## src/rtl/opora_load_ctrl.sv

```systemverilog
// rtl/opora_load_ctrl.sv - coefficient frame loader with shadow-bank commit
module opora_load_ctrl #(
    parameter int N         = 4,
    parameter int MULT_N    = 25,
    parameter int NUM_OPORA = N * MULT_N,
    parameter int TIMEOUT   = 4096,
    localparam int AW       = (MULT_N > 1) ? $clog2(MULT_N) : 1
) (
    input  logic          clke,
    input  logic          rst,
    input  logic          rx_valid,
    input  logic          rx_sof,
    input  logic [15:0]   rx_data,
    input  logic          abort,
    output logic          rx_ready,
    output logic [N-1:0]  koef_en,
    output logic [AW-1:0] koef_addr,
    output logic [15:0]   KOEF,
    output logic          wr_bank,
    output logic          active_bank,
    output logic          load_busy,
    output logic          load_done,
    output logic          load_err,
    output logic [2:0]    err_code
);

    localparam int CW = (N > 1) ? $clog2(N) : 1;
    localparam int GW = $clog2(TIMEOUT + 1);

    localparam logic [15:0]   HDR_WORD = 16'hA55A;
    localparam logic [15:0]   LEN_WORD = 16'(NUM_OPORA);
    localparam logic [CW-1:0] C_LAST   = CW'(N - 1);
    localparam logic [AW-1:0] A_LAST   = AW'(MULT_N - 1);
    localparam logic [GW-1:0] GAP_LIM  = GW'(TIMEOUT);

    localparam logic [2:0] E_HDR   = 3'd1;
    localparam logic [2:0] E_LEN   = 3'd2;
    localparam logic [2:0] E_CSUM  = 3'd3;
    localparam logic [2:0] E_TMO   = 3'd4;
    localparam logic [2:0] E_SOF   = 3'd5;
    localparam logic [2:0] E_ABORT = 3'd6;

    typedef enum logic [2:0] {IDLE, HDR_LEN, DATA, CSUM, DONE, ERR} state_t;

    state_t          state_q, state_d;
    logic [CW-1:0]   c_q, c_d;
    logic [AW-1:0]   a_q, a_d;
    logic [15:0]     csum_q, csum_d;
    logic [GW-1:0]   gap_q, gap_d;
    logic [2:0]      err_q, err_d;
    logic            bank_q, bank_d;
    logic            wr_d;
    logic [N-1:0]    en_q;
    logic [AW-1:0]   addr_q;
    logic [15:0]     koef_q;

    logic busy;
    logic accept;
    logic timeout;

    assign busy     = (state_q == HDR_LEN) || (state_q == DATA) || (state_q == CSUM);
    assign rx_ready = (state_q != DONE) && (state_q != ERR);
    assign accept   = rx_valid && rx_ready;
    assign timeout  = busy && (gap_q == GAP_LIM);

    // Next-state decode: abort beats timeout beats stray SOF beats normal word handling
    always_comb begin
        state_d = state_q;
        c_d     = c_q;
        a_d     = a_q;
        csum_d  = csum_q;
        err_d   = err_q;
        wr_d    = 1'b0;
        case (state_q)
            IDLE: begin
                if (accept && rx_sof) begin
                    if (rx_data == HDR_WORD) begin
                        state_d = HDR_LEN;
                    end else begin
                        state_d = ERR;
                        err_d   = E_HDR;
                    end
                end
            end
            DONE, ERR: state_d = IDLE;
            default: begin
                if (abort) begin
                    state_d = ERR;
                    err_d   = E_ABORT;
                end else if (timeout) begin
                    state_d = ERR;
                    err_d   = E_TMO;
                end else if (accept && rx_sof) begin
                    state_d = ERR;
                    err_d   = E_SOF;
                end else if (accept) begin
                    if (state_q == HDR_LEN) begin
                        if (rx_data == LEN_WORD) begin
                            state_d = DATA;
                            c_d     = '0;
                            a_d     = '0;
                            csum_d  = '0;
                        end else begin
                            state_d = ERR;
                            err_d   = E_LEN;
                        end
                    end else if (state_q == DATA) begin
                        wr_d   = 1'b1;
                        csum_d = csum_q + rx_data;
                        if (a_q == A_LAST) begin
                            a_d = '0;
                            if (c_q == C_LAST) begin
                                state_d = CSUM;
                            end else begin
                                c_d = c_q + 1'b1;
                            end
                        end else begin
                            a_d = a_q + 1'b1;
                        end
                    end else begin
                        if (rx_data == csum_q) begin
                            state_d = DONE;
                        end else begin
                            state_d = ERR;
                            err_d   = E_CSUM;
                        end
                    end
                end
            end
        endcase
        gap_d  = (!busy || accept) ? '0 : gap_q + 1'b1;
        bank_d = (state_d == DONE) ? ~bank_q : bank_q;
    end

    // Control state, counters, checksum and bank selection
    always_ff @(posedge clke or posedge rst) begin
        if (rst) begin
            state_q <= IDLE;
            c_q     <= '0;
            a_q     <= '0;
            csum_q  <= '0;
            gap_q   <= '0;
            err_q   <= '0;
            bank_q  <= 1'b0;
        end else begin
            state_q <= state_d;
            c_q     <= c_d;
            a_q     <= a_d;
            csum_q  <= csum_d;
            gap_q   <= gap_d;
            err_q   <= err_d;
            bank_q  <= bank_d;
        end
    end

    // Registered coefficient write port; strobe lasts one cycle per accepted data word
    always_ff @(posedge clke or posedge rst) begin
        if (rst) begin
            en_q   <= '0;
            addr_q <= '0;
            koef_q <= '0;
        end else if (wr_d) begin
            en_q   <= N'(1) << c_q;
            addr_q <= a_q;
            koef_q <= rx_data;
        end else begin
            en_q   <= '0;
        end
    end

    assign koef_en     = en_q;
    assign koef_addr   = addr_q;
    assign KOEF        = koef_q;
    assign active_bank = bank_q;
    assign wr_bank     = ~bank_q;
    assign load_busy   = busy;
    assign load_done   = (state_q == DONE);
    assign load_err    = (state_q == ERR);
    assign err_code    = err_q;

endmodule

```

## config.mk

```make
export PLATFORM = sky130hd
export DESIGN_NAME = opora_load_ctrl
export DESIGN_NICKNAME = d
export VERILOG_FILES = /design/src/rtl/opora_load_ctrl.sv
export SDC_FILE = /design/constraint.sdc
export NUM_CORES = 1
export LEC_CHECK = 0
export ABC_AREA = 1
export BUFFER_PORTS_ARGS = -buffer_cell sky130_fd_sc_hd__buf_2
export CAP_MARGIN = 20
export CORE_UTILIZATION = 58
export CTS_CLUSTER_DIAMETER = 60
export DETAILED_ROUTE_END_ITERATION = 6
export PLACE_DENSITY = 0.85
export SYNTH_ARGS = -nofsm -noshare
export SYNTH_HDL_FRONTEND = slang
export SYNTH_SLANG_ARGS = --single-unit
```

## constraint.sdc

```tcl
create_clock -name clke -period 2.7 [get_ports clke]
set_clock_uncertainty 0.1 [all_clocks]
set_input_delay 0.135 -clock clke [delete_from_list [all_inputs] [get_ports clke]]
set_output_delay 0.135 -clock clke [all_outputs]
set_load 0.02 [all_outputs]
```

==> results.toml <==
[synthesis]
syn_area_per_cell_sq_um = 7.98
synth-seq-area-share = 0.415
synth_cells = 514
synth.distinct_cells = 44
synth_warnings = 0
syn_nets = 559
ys_ff_latch = 68
synth.cell_area_sq_um = 4100

[placed_design]
gp_congestion = 0.936
dp_hpwl_mm = 6.77
io_buffers = 54

[route]
dr_wl_met3_um = 421
num_vias = 3589
drtIter0Drc = 250
first_pass_iters = 5
routed_wl_mm = 9.11
highest_layer = "met4"
drc = 0
ant_nets = 0
m1WireLength_mm = 4.18
viasPerCell = 5.22
wl_per_cell_um = 13.3
dr_wl_met2_mm = 4.31

[critical_path]
worst_path_max_delay_cell = "dlygate4sd3_1"
worstPathCellList = "dlygate4sd3_1 > buf_2 > ha_1 > nand3_1 > nand3_1 > a21boi_0 > o21ai_0 > nand3_1 > nand3_1 > nand2_1 > nand3_1 > nand2_1"
worstSetupPathType = "in -> reg"
rrSetupSlack_ns = 0.51
critPathArrivalTime_ns = 2.42
crit_path_start_kind = "input port"
cp-end-kind = "flop"
cp_slowest_stage_delay_ns = 0.53
worstPathMaxFanout = 5
cp_common_cell = "nand3_1"
required_ns = 2.83

[status]
status = "finished clean"

[timing]
timing.final.crit_share = 0.850
clock.fmax_mhz = 436
slew_headroom = 0.565
min_period_ns = 2.29
finalSetupViolations = 0
final-hold-violation-count = 0
drv_slew = 0
tightest_slew_ns = 0.652
rsz0062_at_grt = "no"
tns_ns = 0

[global_route]
grt_pass1_wl_mm = 15.2
grt-ovfl-total = 0
grt_max_degree = 46
antenna_found_initial = 0
grt_pass1_vias = 3415
grt_usage = 0.262

[floorplanning]
initial_utilization = 0.604
die_w_um = 86.1
pin_count = 55
rows = 30
die_area_sq_um = 7410
core_sq_um = 6790
die_h_um = 86.1

[power_and_ir_drop]
p_int_mw = 2.41
cellLeakagePower_nw = 2.55
power_mw = 4.07
p_seq_frac = 0.350
switching_power_mw = 1.66
p_comb_frac = 0.422
switching_share = 0.408
p_per_area_nw_per_um2 = 851
clockPowerShare = 0.228
ir_drop_mv = 0.402

[finish]
nNetsFinal = 631
fill_cells = 527
fin_util = 0.704
diodes = 0
area_growth_pct = 16.7
drive_gt1_frac = 0.186

[clock_network]
cts_tree = "built"
clk_latency_ns = 0.34
cts_buffer_depth = 2
cts_htree_levels = 3
cts_buffers = 9
clock-sinks = 68
root_buffer = "clkbuf_8"
cts.clk_slew.worst_paths_ns = 0.08
cts_setup_buffers = 0

[hold_path]
hold_class = "in -> reg"

[run]
drv_cap = 0
## area by class of cell
class	count	area, sq um	share of cell area
flip-flops and latches	68	1700	0.356
multi-input cells	375	2090	0.436
repair buffers	69	415	0.0868
inverters	63	244	0.0510
clock buffers	12	145	0.0303
clock inverters	4	72.6	0.0152
well taps	96	120	0.0251
## per-layer routing
layer | vias to the layer above | track usage
met5 | - | 0
met4 | 0 | 0.0894
met3 | 18 | 0.0597
met2 | 98 | 0.418
met1 | 1679 | 0.351
li1 | 1794 | -
## worst max-delay path, delay by kind of cell
kind,cells,cell delay (ns)
and+or+nand+nor,7,0.71
buffers and inverters,2,0.69
AOI/OAI and AO/OA,2,0.52
adders and majority gates,1,0.37
## power groups by stage
stage               Sequential, mW  Combinational [mW]  Clock [mW]
floorplan                     1.55                1.15           0
global placement              1.43                1.65           0
detailed placement            1.44                1.69           0
CTS                           1.42                1.71       0.942
global route                  1.45                1.92       0.980
finish                        1.43                1.72       0.928
## repair_timing
action | CTS | global route
hold buffers | 13 | 0
endpoints found under the hold margin | 43 | 0
resized for setup | 0 | 0
## state kept, by name (all words and copies together), names as in the netlist
register and cells:
KOEF 16, csum_q 16, gap_q 13, a_q 5
koef_addr 5, koef_en 4, err_code 3, state_q 3
c_q 2, active_bank 1
## metrics by stage
stage                     hold slack (ns)  setup WS (ns)  cell area (sq um)  std cells
final                              0.0111          0.406               4790        687
after global routing               0.0113          0.256               4790        687
after CTS                         0.00167          0.470               4790        687
after detailed placement            0.169          0.561               4440        658
after global placement              0.167          0.642               4440        658
after floorplan                     0.145          0.753               4100        514
## final timing paths
| path | start | depth (start not counted) | endpoint |
|---|---|---|---|
| setup / recovery | rx_data[2] | 12 | csum_q[9] |
| hold / removal | rx_data[1] | 3 | KOEF[1] |
| setup reg to reg | csum_q[2] | 10 | csum_q[9] |
| hold reg to reg | err_code[1] | 2 | err_code[1] |
| max in group asynchronous | rst | 4 | csum_q[7] |
| min in group asynchronous | rst | 3 | koef_addr[4] |
## synthesized netlist by cell type, drive strengths merged
library cell / n / area, sq um
a22o: 2 / 17.5
ha: 23 / 288
a21o: 2 / 15.0
a31oi: 1 / 6.26
o21bai: 2 / 15.0
xnor2: 7 / 61.3
o21a: 1 / 7.51
nor3: 11 / 55.1
xor2: 2 / 17.5
buf: 6 / 61.3
dfrtp: 68 / 1700
nor3b: 8 / 60.1
nand2: 157 / 638
nand3: 29 / 180
o21ai: 39 / 252
a221oi: 1 / 8.76
nand3b: 1 / 7.51
a21boi: 1 / 7.51
nor2: 54 / 221
a21oi: 22 / 125
nor4: 1 / 6.26
inv: 61 / 236
fa: 1 / 20.0
clkinv: 2 / 7.51
clkbuf: 2 / 7.51
nand4: 9 / 71.3
or2: 1 / 6.26
## cells in the final DEF, fill, tap and decap left out, drive strengths merged, types with 11 or more instances in the layout
master         n
a21oi         22
buf           56
clkbuf        12
dfrtp         68
dlygate4sd3   13
ha            23
inv           61
nand2        157
nand3         29
nor2          54
nor3          11
o21ai         39
## kinds of logic after synthesis
| group | Yosys count | share of synthesized area |
|---|---|---|
| simple gates | 271 | 0.304 |
| compound gates | 71 | 0.111 |
| buf+inv | 71 | 0.0763 |
| flops | 68 | 0.415 |
| fa+ha+maj | 24 | 0.0750 |
| xor+xnor | 9 | 0.0192 |
No activity file was read; power rests on OpenSTA's default activity.
